File: config.mk
export PLATFORM = sky130hd
export DESIGN_NAME = alarm_clock_multi
export DESIGN_NICKNAME = d
export VERILOG_FILES = /design/src/rtl/alarm_pkg.sv /design/src/rtl/mod_ctr_wrap.sv /design/src/rtl/alarm_clock_multi.sv
export SDC_FILE = /design/constraint.sdc
export NUM_CORES = 1
export LEC_CHECK = 0
export ABC_CLOCK_PERIOD_IN_PS = 5700
export CAP_MARGIN = 20
export CORE_ASPECT_RATIO = 0.6
export CORE_UTILIZATION = 63
export DETAILED_ROUTE_END_ITERATION = 16
export MAX_ROUTING_LAYER = met4
export PLACE_DENSITY = 0.86
export SYNTH_ARGS = -nofsm -noshare
export SYNTH_HDL_FRONTEND = slang
export SYNTH_SLANG_ARGS = --single-unit
export TNS_END_PERCENT = 5
File: constraint.sdc
create_clock -name clk -period 5.7 [get_ports clk]
set_input_delay 0.855 -clock clk [delete_from_list [all_inputs] [get_ports clk]]
set_output_delay 0.855 -clock clk [all_outputs]
set_load 0.02 [all_outputs]
File: src/rtl/alarm_pkg.sv
// Shared types and field widths for the multi-alarm clock.
package alarm_pkg;
   typedef enum logic [1:0] {RUN, TSET, ASET} mode_e;
   typedef enum logic [1:0] {IDLE, RING, SNOOZE} ring_e;
   localparam int TW = 7;
   localparam int DW = 3;
endpackage

File: src/rtl/mod_ctr_wrap.sv
// Modulo-N counter: steps when en & cin, wraps N-1 -> 0 and reports the wrap on cout.
module mod_ctr_wrap #(
   parameter int N = 60,
   parameter int W = 7
) (
   input  logic         clk,
   input  logic         rst,
   input  logic         en,
   input  logic         cin,
   output logic         cout,
   output logic [W-1:0] q,
   output logic [W-1:0] qn
);
   localparam logic [W-1:0] MAX = W'(N - 1);

   logic step;
   assign step = en & cin;
   assign cout = step & (q == MAX);

   // qn is the value q takes at the next edge, exposed for same-cycle lookahead
   always_comb begin
      qn = q;
      if (step) qn = (q == MAX) ? '0 : q + 1'b1;
   end

   always_ff @(posedge clk or negedge rst) begin
      if (!rst) q <= '0;
      else      q <= qn;
   end
endmodule

File: src/rtl/alarm_clock_multi.sv
// Clock with day-of-week, NA day-masked alarms and one shared ring/snooze/timeout FSM.
module alarm_clock_multi
   import alarm_pkg::*;
#(
   parameter int NS       = 60,
   parameter int NH       = 24,
   parameter int ND       = 7,
   parameter int NA       = 4,
   parameter int SNZ_MIN  = 9,
   parameter int RING_SEC = 60,
   localparam int AW      = (NA > 1) ? $clog2(NA) : 1
) (
   input  logic            clk,
   input  logic            rst,
   input  logic            tick,
   input  logic            timeset,
   input  logic            alarmset,
   input  logic            minadv,
   input  logic            hrsadv,
   input  logic            dayadv,
   input  logic [AW-1:0]   alarm_sel,
   input  logic [NA-1:0]   alarm_on,
   input  logic [NA*ND-1:0] alarm_days,
   input  logic            snooze,
   input  logic            stop,
   output logic [TW-1:0]   disp_sec,
   output logic [TW-1:0]   disp_min,
   output logic [TW-1:0]   disp_hrs,
   output logic [DW-1:0]   disp_day,
   output logic            buzz,
   output logic [AW-1:0]   buzz_idx,
   output logic            snoozing
);
   localparam int RW = $clog2(RING_SEC + 1);
   localparam int SW = $clog2(SNZ_MIN * NS + 1);
   localparam logic [RW-1:0] RING_LOAD = RW'(RING_SEC);
   localparam logic [SW-1:0] SNZ_LOAD  = SW'(SNZ_MIN * NS);

   if (NS < 2 || NS > 128 || NH < 2 || NH > 128 || ND < 2 || ND > 8 || NA < 1 || NA > 8)
   begin : g_bad_params
      $error("alarm_clock_multi: NS/NH must be 2..128, ND 2..8, NA 1..8");
   end

   mode_e mode;
   logic  tset, aset;
   always_comb begin
      mode = RUN;
      if (timeset && !alarmset)      mode = TSET;
      else if (alarmset && !timeset) mode = ASET;
   end
   assign tset = (mode == TSET);
   assign aset = (mode == ASET);

   logic [TW-1:0] sec, min, hrs, sec_n, min_n, hrs_n;
   logic [DW-1:0] day, day_n;
   logic          sec_co, min_co, hrs_co, day_co, unused_co;
   assign unused_co = day_co;

   // In set mode each field steps on its own button; otherwise carries chain
   mod_ctr_wrap #(.N(NS), .W(TW)) u_sec (.clk(clk), .rst(rst), .en(tick), .cin(!tset),
      .cout(sec_co), .q(sec), .qn(sec_n));
   mod_ctr_wrap #(.N(NS), .W(TW)) u_min (.clk(clk), .rst(rst), .en(tick),
      .cin(tset ? minadv : sec_co), .cout(min_co), .q(min), .qn(min_n));
   mod_ctr_wrap #(.N(NH), .W(TW)) u_hrs (.clk(clk), .rst(rst), .en(tick),
      .cin(tset ? hrsadv : min_co), .cout(hrs_co), .q(hrs), .qn(hrs_n));
   mod_ctr_wrap #(.N(ND), .W(DW)) u_day (.clk(clk), .rst(rst), .en(tick),
      .cin(tset ? dayadv : hrs_co), .cout(day_co), .q(day), .qn(day_n));

   logic [TW-1:0] amin [NA];
   logic [TW-1:0] ahrs [NA];
   logic [TW-1:0] amin_n [NA];
   logic [TW-1:0] ahrs_n [NA];
   logic [NA-1:0] hit;

   for (genvar k = 0; k < NA; k++) begin : g_alarm
      logic          sel, co_m, co_h, unused_a;
      logic [ND-1:0] mask;
      assign sel      = aset & (alarm_sel == AW'(k));
      assign unused_a = co_m ^ co_h;
      mod_ctr_wrap #(.N(NS), .W(TW)) u_amin (.clk(clk), .rst(rst), .en(tick),
         .cin(sel & minadv), .cout(co_m), .q(amin[k]), .qn(amin_n[k]));
      mod_ctr_wrap #(.N(NH), .W(TW)) u_ahrs (.clk(clk), .rst(rst), .en(tick),
         .cin(sel & hrsadv), .cout(co_h), .q(ahrs[k]), .qn(ahrs_n[k]));
      // Compare against the time this tick produces, not the time before it
      assign mask   = alarm_days[k*ND +: ND];
      assign hit[k] = alarm_on[k] & mask[day_n] & (amin[k] == min_n) & (ahrs[k] == hrs_n);
   end

   logic          trig;
   logic [AW-1:0] trig_idx;
   always_comb begin
      trig     = 1'b0;
      trig_idx = '0;
      if (mode == RUN && tick && sec_n == '0) begin
         for (int k = NA - 1; k >= 0; k--) begin
            if (hit[k]) begin
               trig     = 1'b1;
               trig_idx = AW'(k);
            end
         end
      end
   end

   ring_e         state;
   logic [RW-1:0] ring_t;
   logic [SW-1:0] snz_t;
   logic [NA-1:0] on_q;
   logic          fall;
   assign fall = on_q[buzz_idx] & ~alarm_on[buzz_idx];

   always_ff @(posedge clk or negedge rst) begin
      if (!rst) begin
         state    <= IDLE;
         buzz_idx <= '0;
         ring_t   <= '0;
         snz_t    <= '0;
         on_q     <= '0;
      end else begin
         on_q <= alarm_on;
         case (state)
            IDLE: if (trig) begin
               state    <= RING;
               buzz_idx <= trig_idx;
               ring_t   <= RING_LOAD;
            end
            RING: begin
               if (fall || stop) state <= IDLE;
               else if (snooze) begin
                  state <= SNOOZE;
                  snz_t <= SNZ_LOAD;
               end else if (tick) begin
                  if (ring_t <= RW'(1)) state <= IDLE;
                  ring_t <= ring_t - 1'b1;
               end
            end
            SNOOZE: begin
               if (fall || stop) state <= IDLE;
               else if (trig) begin
                  state    <= RING;
                  buzz_idx <= trig_idx;
                  ring_t   <= RING_LOAD;
               end else if (tick) begin
                  if (snz_t <= SW'(1)) begin
                     state  <= RING;
                     ring_t <= RING_LOAD;
                  end
                  snz_t <= snz_t - 1'b1;
               end
            end
            default: state <= IDLE;
         endcase
      end
   end

   assign buzz     = (state == RING);
   assign snoozing = (state == SNOOZE);

   always_ff @(posedge clk or negedge rst) begin
      if (!rst) begin
         disp_sec <= '0;
         disp_min <= '0;
         disp_hrs <= '0;
         disp_day <= '0;
      end else begin
         disp_day <= day_n;
         if (aset) begin
            disp_sec <= '0;
            disp_min <= amin_n[alarm_sel];
            disp_hrs <= ahrs_n[alarm_sel];
         end else begin
            disp_sec <= sec_n;
            disp_min <= min_n;
            disp_hrs <= hrs_n;
         end
      end
   end
endmodule

==> metrics.cfg, run 1 <==
[clock_tree]
cts.clk_slew.worst_paths_ps = 60
cts_setup_buffers = 0
worstSkewPairLatency_ps = 430
clock_path_buffers = 2
clock-sinks = 125
ctsResizeCount = 0
cts_inserted_buffers = 17
holdBufCountCts = 0
cts_root_buffer = clkbuf_16
cts.htree.levels = 4
cts_tree = yes

[yosys]
ys_seq_area_frac = 0.385
synth_cell_types = 80
ys_warn_count = 0
ys.flop_type = dfrtp_1
yosysTopAreaCell = dfrtp_1
synth_area_leaders = dfrtp_1, xnor2_1, xor2_1, mux4_2, o21ai_0
syn_nets = 936
synth-async-reset-ratio = 1.00
synth_seq_cells = 125
synth.avg_cell_area_um2 = 9.29
synth-edff-count = 0
post_synth_instance_area_um2 = 8130
yosys.area.top_type_share = 0.385
synthCells = 875

[final_layout]
fin_nets = 1002
fillerInstances = 831
reg.largest.list = g_alarm.u_ahrs.q: 28 flops, g_alarm.u_amin.q: 28 flops, snz_t: 10 flops
final_cells = 1119
drive_above_1_share = 0.0996
syn_to_final_growth_pct = 18.3
diodes = 0
final_core_util = 0.780
final_cell_area_um2 = 9620

[worst_setup_path]
arrival_ps = 5770
path_class = input pin to flop
cp_cell_sequence = clkdlybuf4s50_1, inv_1, ha_1, nand4b_1, or4_1, a2111oi_2, nor2_1, o2111ai_1, nor4_2, o41ai_2, o211ai_1, o21a_1, o21a_1
critPathBufInv = 2
max_stage_delay_ps = 970
cp_top_family = compound AO/OA/AOI/OAI gates
regToRegStartpoint = u_min.q[1]
startpoint = alarmset
crit_fanout = 10
worst_path_max_delay_cell = o41ai_2
cp-start-kind = input pin
endpoint_kind = flop
crit_path_frequent_cell = o21a_1
required_ps = 6020

[placement]
globalplace.congestion = 1.05
placed_area_um2 = 8990
hpwl_um = 18800
dp_cells = 1086
port_buffers = 71
pre_cts_ws_ps = 21.3

[hold_path]
min_path_type = input pin to asynchronous set/reset pin

[status]
run_status = completed

[floorplanning]
die_width_um = 149
initial_utilization = 0.659
die_h_um = 90.0
core-area_um2 = 12300
dieArea_um2 = 13400
pin_count = 72
rows = 31

[routing]
postRouteWirelength_um = 25200
wl_per_cell_um = 22.6
initialDrtViolationCount = 936
ant_nets = 0
vias_per_cell = 6.86
dr.pass1.iters = 8
vias = 7679
remaining_drc_errors = 0

[power]
switching_power_mw = 1.33
sw_frac_of_total = 0.379
p_leak_nw = 3.96
power_frac_comb = 0.324
p_clk_frac = 0.324
seqPwrFrac = 0.352
intPower_mw = 2.18
max-vdd-ir-drop_v = 0.000225
power_density_nw_per_um2 = 365
power_mw = 3.52

[global_route]
antenna_found_initial = 0
grt_pass1_wl_um = 40500
grt_overflow = 0
grt_pass1_vias = 7204
grt_start_max_net_pins = 83
grtUsageTotal = 0.409

[sta]
hold_viol = 0
fin_skew_ps = 14.1
rsz0062_at_grt = no
max_freq_mhz = 184
holdWs_ps = 267
relSlewSlack = 0.290
setup_ws_ps = 252
period_minus_slack_ps = 5450
tightest_slew_ps = 1050
setup_viol_count_final = 0
fin_crit_sh = 0.956
tns_ps = 0
drv_slew = 0

[job]
drv_cap = 0

[power by group through the flow]
stage / Clock [mW] / Combinational (mW) / Sequential [mW]
final: 1.14 / 1.14 / 1.24
after global routing: 1.17 / 1.21 / 1.25
after CTS: 1.12 / 1.10 / 1.22
after detailed placement: 0 / 1.09 / 1.24
after global placement: 0 / 1.06 / 1.23
after floorplan: 0 / 0.688 / 1.21
[area by class of cell]
cell class	count	area, um2	share of cell area
timing repair buffer	84	826	0.0858
clock inverter	13	151	0.0157
sequential	125	3130	0.325
tap	165	206	0.0215
clock buffer	19	453	0.0471
multi-input combinational	669	4690	0.488
inverter	44	165	0.0172
[synth_stat cells, drive strengths merged (4+ instances only)]
cell     number
clkbuf       29
and2          8
a22oi         4
or3           9
o41ai         4
and3         14
o21a          8
nand4b        5
or2           6
xor2         36
a31oi         8
a22o          6
o211ai       16
dfrtp       125
o32a          5
a2111oi       4
nand2b       13
nand3        35
a21boi        4
o21ai        58
o31ai        11
o2111ai       5
buf           8
nor2         70
mux4         13
ha           17
nor3         29
a211oi        4
nand4        21
xnor2        51
mux2i         7
inv          43
nand2        66
nor3b         4
a21oi        32
nor2b        14
nor4         16
mux2         20
[placed cells by master (no fill, tap or decap), types with 4 or more instances in the layout]
cell and n:
xor2_1 36, dfrtp_1 125, inv_1 43, a22o_1 6, mux2i_1 7, nand3_1 35
nand4_1 20, xnor2_1 51, o21a_1 8, a21oi_1 32, o2111ai_1 5, nor2_1 70
or3_1 9, nor2b_1 14, nor4_2 4, and3_1 14, nand4b_1 5, a22oi_1 4
nand2_1 66, and2_1 8, nor3_1 29, nor3b_1 4, inv_6 6, buf_4 13
clkdlybuf4s50_1 70, clkbuf_16 17, o211ai_1 16, nor4_1 11, o21ai_0 56, or2_2 4
mux2_2 20, mux4_2 13, a31oi_1 8, ha_1 17, o32a_1 5, o31ai_1 11
nand2b_1 13
[path summary, 6_finish.rpt]
path / to / slack (ps) / depth (start not counted)
setup reg to reg: snz_t[5] / 540 / 11
hold reg to reg: g_alarm[1].u_amin.q[6] / 540 / 1
max in group asynchronous: u_min.q[1] / 4150 / 3
setup / recovery: snz_t[5] / 250 / 13
min in group clk: g_alarm[1].u_amin.q[6] / 540 / 1
hold / removal: g_alarm[2].u_amin.q[5] / 270 / 1
[logic make-up (layout without fill, tap and decap cells)]
group	Yosys count	count (layout)	share of synthesized area
muxes	40	40	0.0723
xor gates and xnor gates	89	89	0.0992
DFF	125	125	0.385
AOI/OAI and AO/OA	198	198	0.168
buffers and inverters	81	160	0.0388
adders and majority gates	17	17	0.0262
and+or+nand+nor	325	325	0.211
[routing by layer]
metal	wire, um	global-route usage	vias up
li1	-	-	3338
met1	10600	0.594	3657
met2	10600	0.562	607
met3	3530	0.116	77
met4	546	0.0988	0
met5	0	-	-
No activity file was read; power rests on OpenSTA's default activity.
==> inputs of run 2 (changes only) <==
CAP_MARGIN = 25   (was 20)
CTS_CLUSTER_DIAMETER = 200   (was not set)
==> results of run 2 <==
Same layout as run 1: the final DEF is identical, and so are final timing and power.
==> inputs of run 3 (changes only) <==
GPL_TIMING_DRIVEN = 0   (was not set)
==> metrics.cfg, run 3 (same netlist as run 1, synthesis figures left out) <==
[worst_setup_path]
required_ps = 6000  ; was 6020 ps
arrival_ps = 5800  ; was 5770 ps
path_class = input pin to flop  ; unchanged
crit_fanout = 10  ; unchanged
cp-start-kind = input pin  ; unchanged
endpoint_kind = flop  ; unchanged
r2r_end = snz_t[5]  ; unchanged
reg2reg_setup_slack_ps = 450  ; was 540 ps
reg2reg_depth = 12  ; was 11
regToRegStartpoint = u_hrs.q[1]  ; was u_min.q[1]

[final_layout]
final_cell_mix = dfrtp_1, nor2_1, clkdlybuf4s50_1  ; unchanged
final_cells = 1142  ; was 1119
syn_to_final_growth_pct = 18.3  ; about the same
drive_above_1_share = 0.0871  ; was 0.0996
layout_commonest_cell = dfrtp_1  ; unchanged
reg.largest.list = g_alarm.u_ahrs.q: 28 flops, g_alarm.u_amin.q: 28 flops, snz_t: 10 flops  ; unchanged
final_core_util = 0.780  ; about the same
fin_nets = 1025  ; was 1002

[routing]
postRouteWirelength_um = 24200  ; was 25200 um
dr.pass1.iters = 6  ; was 8
ant_nets = 0  ; unchanged
vias_per_cell = 6.69  ; was 6.86
vias = 7635  ; was 7679
wl_per_cell_um = 21.2  ; was 22.6 um
initialDrtViolationCount = 951  ; was 936
remaining_drc_errors = 0  ; unchanged

[status]
run_status = completed  ; unchanged

[placement]
port_buffers = 69  ; was 71
hpwl_um = 17700  ; was 18800 um
globalplace.congestion = 0.981  ; was 1.05
dp_cells = 1110  ; was 1086

[sta]
setup_viol_count_final = 0  ; unchanged
tightest_slew_ps = 1030  ; was 1050 ps
rsz0062_at_grt = no  ; unchanged
holdWs_ps = 382  ; was 267 ps
period_minus_slack_ps = 5500  ; was 5450 ps
fin_skew_ps = 9.54  ; was 14.1 ps
fin_crit_sh = 0.966  ; was 0.956
tns_ps = 0  ; unchanged
relSlewSlack = 0.314  ; was 0.290
max_freq_mhz = 182  ; was 184 MHz
drv_slew = 0  ; unchanged
hold_viol = 0  ; unchanged

[clock_tree]
cts_root_buffer = clkbuf_16  ; unchanged
worstSkewPairLatency_ps = 420  ; was 430 ps
cts_setup_buffers = 0  ; unchanged
clock-sinks = 125  ; unchanged
cts_tree = yes  ; unchanged
ctsResizeCount = 0  ; unchanged
holdBufCountCts = 0  ; unchanged
clock_path_buffers = 2  ; unchanged
cts.clk_slew.worst_paths_ps = 60  ; about the same
cts_inserted_buffers = 17  ; unchanged
cts.htree.levels = 4  ; unchanged

[power]
max-vdd-ir-drop_v = 0.000244  ; was 0.000225 V
power_mw = 3.42  ; was 3.52 mW
p_leak_nw = 3.93  ; was 3.96 nW
power_density_nw_per_um2 = 355  ; was 365 nW/um2

[global_route]
antenna_found_initial = 1  ; was 0
grt_pass1_wl_um = 38200  ; was 40500 um
grtUsageTotal = 0.386  ; was 0.409
grt_pass1_vias = 7052  ; was 7204
grt_start_max_net_pins = 74  ; was 83
grt_overflow = 0  ; unchanged

[floorplanning]
dieArea_um2 = 13400  ; unchanged
initial_utilization = 0.659  ; unchanged
die_width_um = 149  ; unchanged
pin_count = 72  ; unchanged
core-area_um2 = 12300  ; unchanged
rows = 31  ; unchanged
die_h_um = 90.0  ; unchanged

[job]
drv_cap = 0  ; unchanged

[hold_path]
min_path_type = input pin to asynchronous set/reset pin  ; unchanged

==> run 3: cell types whose count changed in the layout (fill, tap and decap cells not counted), sizes merged <==
cell / previous run / this run
clkinv: 2 / 6
buf: 14 / 10
clkbuf: 19 / 51
inv: 50 / 43
diode: 0 / 1
clkdlybuf4s50: 70 / 68
bufinv: 2 / 1
==> run 3: area by class of cell <==
type	count	area, um2
multi-input combinational	669	4690
tap	165	206
antenna	1	2.50
clock buffer	22	474
buffer	37	150
clock inverter	9	88.8
timing repair buffer	70	719
sequential	125	3130
fill	834	2710
inverter	44	165
==> run 3: worst max path at each step <==
stage	start	to	cells after the start
floorplan	alarmset	ring_t[3]	14
global placement	rst	snz_t[6]	1
finish	alarmset	ring_t[3]	15
global route	alarmset	ring_t[3]	15
CTS	alarmset	ring_t[3]	15
detailed placement	alarmset	ring_t[5]	15
==> run 3: critical path: stages <==
cell and delay (ps):
clkdlybuf4s50_1 480, inv_1 50, ha_1 250, nand3b_1 250, o31a_1 340, clkbuf_1 250, o311ai_2 800, xor2_1 130
nor4_1 620, nand2_1 160, nor4_2 560, o41ai_2 260, a2111oi_1 530, xnor2_1 180, nand2_1 70
==> run 3: power by group <==
part | switching, mW | internal [mW]
Combinational | 0.696 | 0.484
Clock | 0.415 | 0.632
Sequential | 0.164 | 1.03
==> run 3: stage by stage <==
| stage | worst slack [ps] | area (um2) |
|---|---|---|
| floorplan | 1460 | 8130 |
| global route | 6.15 | 9620 |
| finish | 197 | 9620 |
| global placement | -1170 | 9030 |
| CTS | 412 | 9620 |
| detailed placement | 61.6 | 9060 |
==> run 3: metal layers <==
metal / track usage / share of wire / vias up / wire (um)
li1: - / - / 3384 / -
met1: 0.564 / 0.44 / 3641 / 10600
met2: 0.493 / 0.40 / 565 / 9580
met3: 0.134 / 0.14 / 45 / 3500
met4: 0.119 / 0.022 / 0 / 531
met5: - / 0 / - / 0
